## src/rtl/mem_wb_pkg.sv

```systemverilog
// mem_wb shared types: load opcodes, stall bit indices, widths.
// Optional HI/LO writeback path is enabled by defining HILO_EN.
package mem_wb_pkg;

    localparam int REG_W      = 32;
    localparam int REG_ADDR_W = 5;

    localparam int STALL_MEM = 4;
    localparam int STALL_WB  = 5;

    typedef enum logic [2:0] {
        LOAD_NONE = 3'd0,
        LOAD_LB   = 3'd1,
        LOAD_LBU  = 3'd2,
        LOAD_LH   = 3'd3,
        LOAD_LHU  = 3'd4,
        LOAD_LW   = 3'd5
    } load_op_e;

endpackage

```

## src/rtl/mem_wb_if.sv

```systemverilog
// MEM->WB bundle: MEM-side result/load inputs and WB regfile write port.
// Extra HI/LO signals exist only when HILO_EN is defined.
interface mem_wb_if #(
    parameter int DATA_W = 32,
    parameter int ADDR_W = 5
);
    logic              mem_wreg;
    logic [ADDR_W-1:0] mem_wd;
    logic [DATA_W-1:0] mem_wdata;
    logic [2:0]        mem_load_op;
    logic [1:0]        mem_addr_lo;
    logic [DATA_W-1:0] mem_rdata;

    logic              wb_wreg;
    logic [ADDR_W-1:0] wb_wd;
    logic [DATA_W-1:0] wb_wdata;
    logic              wb_misalign;
`ifdef HILO_EN
    logic              mem_whilo;
    logic [DATA_W-1:0] mem_hi;
    logic [DATA_W-1:0] mem_lo;
    logic              wb_whilo;
    logic [DATA_W-1:0] wb_hi;
    logic [DATA_W-1:0] wb_lo;
`endif

    modport master (
        output mem_wreg, mem_wd, mem_wdata,
        output mem_load_op, mem_addr_lo, mem_rdata,
`ifdef HILO_EN
        output mem_whilo, mem_hi, mem_lo,
        input  wb_whilo, wb_hi, wb_lo,
`endif
        input  wb_wreg, wb_wd, wb_wdata, wb_misalign
    );

    modport slave (
        input  mem_wreg, mem_wd, mem_wdata,
        input  mem_load_op, mem_addr_lo, mem_rdata,
`ifdef HILO_EN
        input  mem_whilo, mem_hi, mem_lo,
        output wb_whilo, wb_hi, wb_lo,
`endif
        output wb_wreg, wb_wd, wb_wdata, wb_misalign
    );

endinterface

```

## src/rtl/mem_wb_load_align.sv

```systemverilog
// Big-endian load data alignment with sign/zero extension.
// Flags halfword/word loads whose address is not naturally aligned.
module mem_wb_load_align
    import mem_wb_pkg::*;
#(
    parameter int DATA_W = 32
) (
    input  logic [2:0]        load_op,
    input  logic [1:0]        addr_lo,
    input  logic [DATA_W-1:0] rdata,
    input  logic [DATA_W-1:0] wdata,
    output logic [DATA_W-1:0] data,
    output logic              misalign
);

    logic [DATA_W-1:0] shifted;
    logic [7:0]        byte_sel;
    logic [15:0]       half_sel;
    logic              is_b;
    logic              is_h;
    logic              is_w;
    logic              sx;

    // Byte 0 is the most significant; shift it down to bits [7:0].
    assign shifted  = rdata >> {~addr_lo, 3'b000};
    assign byte_sel = shifted[7:0];
    assign half_sel = addr_lo[1] ? rdata[15:0] : rdata[DATA_W-1 -: 16];

    assign is_b = (load_op == LOAD_LB) || (load_op == LOAD_LBU);
    assign is_h = (load_op == LOAD_LH) || (load_op == LOAD_LHU);
    assign is_w = (load_op == LOAD_LW);
    assign sx   = (load_op == LOAD_LB) || (load_op == LOAD_LH);

    always_comb begin
        data     = wdata;
        misalign = 1'b0;
        unique case (1'b1)
            is_b: data = {{(DATA_W-8){sx & byte_sel[7]}}, byte_sel};
            is_h: begin
                data     = {{(DATA_W-16){sx & half_sel[15]}}, half_sel};
                misalign = addr_lo[0];
            end
            is_w: begin
                data     = rdata;
                misalign = (addr_lo != 2'b00);
            end
            default: data = wdata;
        endcase
    end

endmodule

```

## src/rtl/mem_wb.sv

```systemverilog
// MEM/WB pipeline register and writeback stage with stall/flush control.
// Define HILO_EN to also carry the HI/LO write through this stage.
module mem_wb
    import mem_wb_pkg::*;
#(
    parameter int DATA_W = REG_W,
    parameter int ADDR_W = REG_ADDR_W
) (
    input  logic       clk,
    input  logic       rst,
    input  logic [5:0] stall,
    input  logic       flush,
    mem_wb_if.slave    bus
);

    logic [DATA_W-1:0] al_data;
    logic              al_mis;
    logic              bubble;
    logic              capture;

    mem_wb_load_align #(.DATA_W(DATA_W)) u_align (
        .load_op  (bus.mem_load_op),
        .addr_lo  (bus.mem_addr_lo),
        .rdata    (bus.mem_rdata),
        .wdata    (bus.mem_wdata),
        .data     (al_data),
        .misalign (al_mis)
    );

    // MEM held while WB runs on: WB must see an empty slot.
    assign bubble  = rst | flush |
                     (stall[STALL_MEM] & ~stall[STALL_WB]);
    assign capture = ~stall[STALL_MEM];

    always_ff @(posedge clk) begin
        if (bubble) begin
            bus.wb_wreg     <= 1'b0;
            bus.wb_wd       <= '0;
            bus.wb_wdata    <= '0;
            bus.wb_misalign <= 1'b0;
        end else if (capture) begin
            bus.wb_wreg     <= bus.mem_wreg & ~al_mis;
            bus.wb_wd       <= bus.mem_wd;
            bus.wb_wdata    <= al_mis ? '0 : al_data;
            bus.wb_misalign <= al_mis;
        end
    end

`ifdef HILO_EN
    always_ff @(posedge clk) begin
        if (bubble) begin
            bus.wb_whilo <= 1'b0;
            bus.wb_hi    <= '0;
            bus.wb_lo    <= '0;
        end else if (capture) begin
            bus.wb_whilo <= bus.mem_whilo;
            bus.wb_hi    <= bus.mem_hi;
            bus.wb_lo    <= bus.mem_lo;
        end
    end
`endif

endmodule

```

## src/flat_wrapper.sv

```systemverilog
// flat-port wrapper written by rule: the top's interface ports become plain ports
module mem_wb_flat import mem_wb_pkg::*;
#(
    parameter int DATA_W = REG_W,
    parameter int ADDR_W = REG_ADDR_W
)
  (clk, rst, stall, flush, bus_mem_wreg, bus_mem_wd, bus_mem_wdata, bus_mem_load_op, bus_mem_addr_lo, bus_mem_rdata, bus_wb_wreg, bus_wb_wd, bus_wb_wdata, bus_wb_misalign);
  mem_wb_if #(.DATA_W(DATA_W), .ADDR_W(ADDR_W)) bus_i ();
  input  logic clk;
  input  logic rst;
  input  logic [5:0] stall;
  input  logic flush;
  input wire logic [$bits(bus_i.mem_wreg)-1:0] bus_mem_wreg;
  input wire logic [$bits(bus_i.mem_wd)-1:0] bus_mem_wd;
  input wire logic [$bits(bus_i.mem_wdata)-1:0] bus_mem_wdata;
  input wire logic [$bits(bus_i.mem_load_op)-1:0] bus_mem_load_op;
  input wire logic [$bits(bus_i.mem_addr_lo)-1:0] bus_mem_addr_lo;
  input wire logic [$bits(bus_i.mem_rdata)-1:0] bus_mem_rdata;
  output wire logic [$bits(bus_i.wb_wreg)-1:0] bus_wb_wreg;
  output wire logic [$bits(bus_i.wb_wd)-1:0] bus_wb_wd;
  output wire logic [$bits(bus_i.wb_wdata)-1:0] bus_wb_wdata;
  output wire logic [$bits(bus_i.wb_misalign)-1:0] bus_wb_misalign;
  assign bus_i.mem_wreg = bus_mem_wreg;
  assign bus_i.mem_wd = bus_mem_wd;
  assign bus_i.mem_wdata = bus_mem_wdata;
  assign bus_i.mem_load_op = bus_mem_load_op;
  assign bus_i.mem_addr_lo = bus_mem_addr_lo;
  assign bus_i.mem_rdata = bus_mem_rdata;
  assign bus_wb_wreg = bus_i.wb_wreg;
  assign bus_wb_wd = bus_i.wb_wd;
  assign bus_wb_wdata = bus_i.wb_wdata;
  assign bus_wb_misalign = bus_i.wb_misalign;
  mem_wb #(.DATA_W(DATA_W), .ADDR_W(ADDR_W)) u_core (.clk(clk), .rst(rst), .stall(stall), .flush(flush), .bus(bus_i));
endmodule
```

## config.mk

```make
export PLATFORM = sky130hd
export DESIGN_NAME = mem_wb_flat
export DESIGN_NICKNAME = d
export VERILOG_FILES = /design/src/rtl/mem_wb_pkg.sv /design/src/rtl/mem_wb_if.sv /design/src/rtl/mem_wb_load_align.sv /design/src/rtl/mem_wb.sv /design/src/flat_wrapper.sv
export SDC_FILE = /design/constraint.sdc
export NUM_CORES = 1
export LEC_CHECK = 0
export CORE_UTILIZATION = 43
export DETAILED_ROUTE_END_ITERATION = 10
export HOLD_SLACK_MARGIN = 0.02
export PLACE_DENSITY = 0.95
export SLEW_MARGIN = 20
export SYNTH_ARGS = -nofsm -noshare
export SYNTH_HDL_FRONTEND = slang
export SYNTH_SLANG_ARGS = --single-unit
```

## constraint.sdc

```tcl
create_clock -name clk -period 4.5 [get_ports clk]
set_clock_uncertainty 0.05 [all_clocks]
set_input_delay 0.675 -clock clk [delete_from_list [all_inputs] [get_ports clk]]
set_output_delay 0.675 -clock clk [all_outputs]
set_load 0.02 [all_outputs]
```

==> out/qor.yml, run 1 <==
logic_synthesis:
  synth_xor_area_share_pct: 0.366
  synthAdderAreaFrac_pct: 0.418
  synth_compound_area_share_pct: 41.0
  synth.lib_cells_used.distinct: 40
  synthArstFlopShare_pct: 0
  ys_seq_area_share_pct: 32.6
  synth.most_common_cell: "o21ai_1"
  synth_top_family_by_area: "compound AO/OA/AOI/OAI gates"
  yosysWarnings: 0
  synth_area_leaders: "dfxtp_1, o21ai_1, o21ai_2, nand2_1, a21oi_1"
  syn-num-nets: 380
  synth_edf_count: 0
  synth_top_area_share_pct: 32.6
  ys_seq_elements: 39
  synthCells: 296
  synth.avg_cell_area_um2: 8.09
  synth_largest_area_cell: "dfxtp_1"
  synth_flop_cell: "dfxtp_1"
  synth-simple-area-share_pct: 12.2
  ys_top_cells_by_count: "o21ai_1, nand2_1, dfxtp_1"
  syn_area_um2: 2390
  synth.area.mux_share_pct: 6.85
clock_tree:
  cts_tree: "yes"
  cts_resized: 0
  clockRootBuffer: "clkbuf_8"
  clk_path_buf_depth: 2
  post_cts_buffers: 0
  clk-insertion-delay-late_ns: 0.29
  clkTransAtPathRegs_ns: 0.08
  htreeDepth: 2
  cts_sinks: 39
  cts_hold_buf: 0
  cts_buffers: 5
final_layout:
  diodes: 0
  nFillCells: 423
  multi_input_area_um2: 1470
  final_area_um2: 3670
  drive_above_1_share_pct: 10.5
  syn_to_final_growth_pct: 53.3
  regArea_um2: 781
  fin_cells: 470
  fin_nets: 484
sta:
  timing.hold.ws_ns: 0.398
  period_share_pct: 71.3
  maxSlewViolCount: 0
  setup-tns-final_ns: 0
  grt_setup_unrepaired: "false"
  relSlewSlack_pct: 40.5
  post-route-min-period_ns: 3.21
  hold_viol: 0
  finalSetupViolations: 0
  fmax_mhz: 312
  worstMarginPinSlew_ns: 0.893
drt:
  ant_nets: 0
  drt_pass1_iterations: 5
  drc_errors: 0
  vias: 2747
  wl_per_cell_um: 16.5
  drt_wl_total_mm: 7.78
  viasPerCell: 5.84
  drtIter0Drc: 208
critical_path:
  start_kind: "input pin"
  rr_endpoint: "u_core.bus.wb_wreg$_SDFFE_PP0N_"
  cp-end-kind: "flip-flop"
  reg2reg_from: "u_core.bus.wb_wreg$_SDFFE_PP0N_"
  cp_data_arrival_time_ns: 3.37
  worstPathRequired_ns: 4.66
  r2r_slack_ns: 3.77
  cp_max_fo: 32
  crit_type: "in2reg"
  worst-r2r-cell-count: 2
global_routing:
  grt_pass1_vias: 2633
  antenna_found_initial: 0
  grt_max_degree: 33
  gr-total-overflow: 0
  grt_usage_pct: 26.8
  grt_pass1_wl_mm: 12.6
flow_run:
  max-cap-violations: 0
place:
  dpl-instance-area_um2: 3560
  port-buffer-count: 118
  numPlacedInstances: 463
  hpwl_mm: 5.73
  gp_congestion: 0.812
floorplanning:
  rows: 26
  start_util_pct: 45.7
  io_pins: 123
  die_height_um: 76.6
  coreArea_um2: 5240
  die_area_um2: 5870
  die_x_um: 76.6
power:
  leakage_nw: 1.27
  powerDensity_nw_per_um2: 247
  power_uw: 905
  vdd_drop_max_uv: 150
worst_hold_path:
  hp-class: "reg2reg"
  hold_end: "u_core.bus.wb_wdata[24]$_SDFFE_PP0N_"
  min-delay-start: "u_core.bus.wb_wdata[24]$_SDFFE_PP0N_"
  min_path_cells: 2
outcome:
  status: "completed"
metrics by stage:
| step | worst slack (ns) | util [%] |
|---|---|---|
| 5_1_grt | 1.13 | 70.1 |
| 4_1_cts | 1.36 | 69.9 |
| 3_5_place_dp | 1.07 | 68.0 |
| 3_3_place_gp | 1.12 | 68.0 |
| 6_report | 1.29 | 70.1 |
| 2_1_floorplan | 2.31 | - |
worst max-delay path, cell delays in order:
cell,delay [ns]
clkdlybuf4s50_1,1.02
nor2b_4,0.24
a31o_2,0.34
a2111oi_4,0.31
buf_4,0.39
o221ai_2,0.16
o31ai_2,0.19
state kept, by name (all words and copies together) (netlist names):
signal and cells:
u_core.bus.wb_wdata 32, u_core.bus.wb_wd 5, u_core.bus.wb_misalign 1, u_core.bus.wb_wreg 1
kinds of logic (layout without fill, tap and decap cells):
family | Yosys count | count (layout)
adders and majority gates | 1 | 1
AOI/OAI and AO/OA | 143 | 143
buffers and inverters | 29 | 133
and+or+nand+nor | 68 | 68
muxes | 15 | 15
DFF | 39 | 39
xor gates and xnor gates | 1 | 1
placed cells by master (no fill, tap or decap), types with 2 or more instances in the layout:
master             n
a21oi_1           27
a221oi_1          15
a22o_1             8
a22oi_1            2
buf_4              5
clkbuf_8           5
clkdlybuf4s50_1  118
dfxtp_1           39
inv_1              2
mux2i_1           13
nand2_1           43
nand2b_1           2
nor2_1            12
nor2b_1            3
nor3_1             2
o21ai_0            9
o21ai_1           44
o21ai_2           20
o221ai_1           8
worst max path at each step:
| stage | startpoint | end | depth (start not counted) |
|---|---|---|---|
| after floorplan | bus_mem_load_op[2] | u_core.bus.wb_wdata[0]$_SDFFE_PP0N_ | 8 |
| after global placement | bus_mem_load_op[1] | u_core.bus.wb_wdata[31]$_SDFFE_PP0N_ | 6 |
| after detailed placement | bus_mem_load_op[1] | u_core.bus.wb_wdata[30]$_SDFFE_PP0N_ | 6 |
| after CTS | bus_mem_load_op[1] | u_core.bus.wb_wdata[30]$_SDFFE_PP0N_ | 6 |
| after global routing | bus_mem_load_op[1] | u_core.bus.wb_wdata[7]$_SDFFE_PP0N_ | 7 |
| final | bus_mem_load_op[1] | u_core.bus.wb_wdata[7]$_SDFFE_PP0N_ | 7 |
final cells by class:
cell class,instances,share of cell area [%]
multi-input cells,228,40.0
inverters,3,0.307
repair buffers,123,33.2
well taps,70,2.39
flip-flops and latches,39,21.3
clock buffers,6,1.98
clock inverters,1,0.818
routing by layer:
| metal | track usage [%] | wire (um) |
|---|---|---|
| met1 | 32.1 | 3160 |
| met2 | 46.6 | 3860 |
| met3 | 5.99 | 564 |
| met4 | 9.81 | 191 |
| met5 | 0 | 0 |
power by group:
group	internal [mW]	switching, mW	total [mW]
clock network	0.163	0.125	0.288
logic	0.129	0.127	0.256
registers	0.356	0.00549	0.361
total	0.648	0.257	0.905
No activity file was read; power rests on OpenSTA's default activity.
==> run 2: changes to the inputs <==
--- a/config.mk
+++ b/config.mk
@@ -5,10 +5,10 @@
 export SDC_FILE = /design/constraint.sdc
 export NUM_CORES = 1
 export LEC_CHECK = 0
-export CORE_UTILIZATION = 43
+export CORE_UTILIZATION = 40
 export DETAILED_ROUTE_END_ITERATION = 10
 export HOLD_SLACK_MARGIN = 0.02
-export PLACE_DENSITY = 0.95
+export PLACE_DENSITY = 0.9
 export SLEW_MARGIN = 20
 export SYNTH_ARGS = -nofsm -noshare
 export SYNTH_HDL_FRONTEND = slang
==> constraint.sdc (replaced) <==
create_clock -name clk -period 3.2 [get_ports clk]
set_clock_uncertainty 0.05 [all_clocks]
set_input_delay 0.48 -clock clk [delete_from_list [all_inputs] [get_ports clk]]
set_output_delay 0.48 -clock clk [all_outputs]
set_load 0.02 [all_outputs]
==> out/qor.yml, run 2 (same netlist as run 1, synthesis figures left out) <==
clock_tree:
  post_cts_buffers: 0  # unchanged
  clockRootBuffer: "clkbuf_8"
  htreeDepth: 2  # unchanged
  clk-insertion-delay-late_ns: 0.29  # about the same
  cts_resized: 0  # unchanged
  cts_buffers: 5  # unchanged
  cts_hold_buf: 0  # unchanged
  cts_sinks: 39  # unchanged
  cts_tree: "yes"
  clkTransAtPathRegs_ns: 0.07  # about the same
  clk_path_buf_depth: 2  # unchanged
floorplanning:
  rows: 27  # +3.8%
  io_pins: 123  # unchanged
  coreArea_um2: 5640  # +7.7%
  die_area_um2: 6300  # +7.3%
  die_height_um: 79.4  # +3.6%
  start_util_pct: 42.4  # -3.3 points
  die_x_um: 79.4  # +3.6%
sta:
  grt_setup_unrepaired: "false"
  relSlewSlack_pct: 56.3  # +16 points
  hold_viol: 0  # unchanged
  fmax_mhz: 385
  maxSlewViolCount: 0  # unchanged
  post-route-min-period_ns: 2.60
  period_share_pct: 81.2
  finalSetupViolations: 0  # unchanged
  setup-tns-final_ns: 0  # unchanged
  worstMarginPinSlew_ns: 0.651  # -0.241 ns
power:
  vdd_drop_max_uv: 176  # +18%
  power_switching_uw: 361  # +40%
  seqPwrFrac_pct: 41.7  # +1.8 points
  pwr-share-comb_pct: 30.3  # +2.0 points
  powerDensity_nw_per_um2: 328  # +33%
  p_int_uw: 858  # +32%
  leakage_nw: 1.30  # +2.2%
  clkPwrFrac_pct: 28.0  # -3.8 points
  swShare_pct: 29.6  # +1.2 points
critical_path:
  cp_num_buf_inv: 1  # -1
  critPathMaxStageDelay_ns: 0.72  # -0.30 ns
  rr_endpoint: "u_core.bus.wb_wreg$_SDFFE_PP0N_"
  worstPathRequired_ns: 3.32  # -1.34 ns
  cp-end-kind: "flip-flop"
  cp_data_arrival_time_ns: 2.72  # -0.65 ns
  cp_max_fo: 10  # -69%
  worst-r2r-cell-count: 2  # unchanged
  crit_family: "compound AO/OA/AOI/OAI gates"
  start_kind: "input pin"
  crit_type: "in2reg"
  cp_common_cell: "o21ai_1"
  r2r_slack_ns: 2.45  # -1.32 ns
  crit_path_top_delay_cell: "clkdlybuf4s50_1"
  reg2reg_from: "u_core.bus.wb_wreg$_SDFFE_PP0N_"
  cp_cell_sequence: "clkdlybuf4s50_1 -> mux4_2 -> nor2_1 -> o21ai_1 -> a221oi_1 -> o21ai_1"
outcome:
  status: "completed"
drt:
  dr_wl_met3_um: 686  # +22%
  drt_pass1_iterations: 4  # -1
  drtIter0Drc: 252  # +21%
  wl_met1_mm: 3.19  # +0.85%
  wl_per_cell_um: 16.7  # +1.1%
  drt_wl_total_mm: 7.98  # +2.6%
  drc_errors: 0  # unchanged
  vias: 2792  # +1.6%
  wl_met2_mm: 3.93  # +1.8%
  ant_nets: 0  # unchanged
  viasPerCell: 5.85  # +0.15%
  top_layer: "met4"
global_routing:
  gr-total-overflow: 0  # unchanged
  grt_pass1_wl_mm: 12.5  # -0.49%
  grt_usage_pct: 25.6  # -1.2 points
  antenna_found_initial: 0  # unchanged
  grt_pass1_vias: 2690  # +2.2%
  grt_max_degree: 33  # unchanged
place:
  hpwl_mm: 5.98  # +4.4%
  gp_congestion: 0.819  # +0.84%
  port-buffer-count: 118  # unchanged
final_layout:
  final_cell_mix: "clkdlybuf4s50_1, o21ai_1, nand2_1"
  final_util_pct: 65.8  # -4.3 points
  drive_above_1_share_pct: 11.6  # +1.1 points
  largest_registers: "u_core.bus.wb_wdata x32, u_core.bus.wb_wd x5"
  regMostFlops: "u_core.bus.wb_wdata"
  final_common_cell: "clkdlybuf4s50_1"
  fin_nets: 489  # +1.0%
  nFillCells: 443  # +4.7%
  largest_register_ffs: 32  # unchanged
  diodes: 0  # unchanged
  syn_to_final_growth_pct: 55.1
flow_run:
  max-cap-violations: 0  # unchanged
worst_hold_path:
  hold_end: "u_core.bus.wb_wdata[23]$_SDFFE_PP0N_"
  min_path_cells: 2  # unchanged
  min-delay-start: "u_core.bus.wb_wdata[23]$_SDFFE_PP0N_"
  hp-class: "reg2reg"
run 2: cell count changes in the layout (fill, tap and decap cells not counted), sizes merged:
cell,delta
clkinv,+1
bufinv,-1
buf,+5
run 2: how the worst max path moves through the flow:
stage / from / end / slack [ns] / cells after the start
final: bus_mem_addr_lo[1] / u_core.bus.wb_wdata[13]$_SDFFE_PP0N_ / 0.60 / 6
after global routing: bus_mem_addr_lo[1] / u_core.bus.wb_wdata[13]$_SDFFE_PP0N_ / 0.53 / 6
after CTS: bus_mem_addr_lo[1] / u_core.bus.wb_wdata[13]$_SDFFE_PP0N_ / 0.65 / 6
after detailed placement: bus_mem_addr_lo[1] / u_core.bus.wb_wdata[13]$_SDFFE_PP0N_ / 0.35 / 6
after global placement: bus_mem_addr_lo[1] / u_core.bus.wb_wdata[15]$_SDFFE_PP0N_ / 0.43 / 6
after floorplan: bus_mem_load_op[2] / u_core.bus.wb_wdata[0]$_SDFFE_PP0N_ / 1.20 / 8
run 2: cell type report:
class                      count  area (um2)  share of cell area, %
inverter                       3        11.3                  0.303
timing repair buffer         128        1280                   34.5
tap                           72        90.1                   2.43
clock inverter                 1        5.00                  0.135
sequential                    39         781                   21.0
clock buffer                   6        82.6                   2.22
multi-input combinational    228        1460                   39.4
run 2: power by group through the flow:
stage	clock (mW)	combinational (mW)	sequential, mW
3_5_place_dp	0	0.363	0.520
2_1_floorplan	0	0.162	0.538
6_report	0.342	0.369	0.509
4_1_cts	0.345	0.365	0.509
5_1_grt	0.369	0.394	0.510
3_3_place_gp	0	0.355	0.519
run 2: layer usage:
layer	vias to the layer above	global-route usage, %
met5	-	0
met4	0	10.7
met3	19	6.90
met2	143	43.2
met1	1310	30.5
li1	1320	-
run 2: through the flow:
step	power (mW)	hold WS, ns	cell area (um2)	setup WS (ns)	std cells
floorplan	0.700	0.473	2390	1.20	296
global placement	0.874	0.382	3620	0.431	470
detailed placement	0.883	0.392	3620	0.350	470
CTS	1.22	0.404	3710	0.654	477
global route	1.27	0.420	3710	0.530	477
finish	1.22	0.405	3710	0.601	477
run 2: worst register-to-register path: stages (launching register included):
cell     delay (ns)
dfxtp_1        0.33
a22oi_1        0.20
nor2_1         0.06
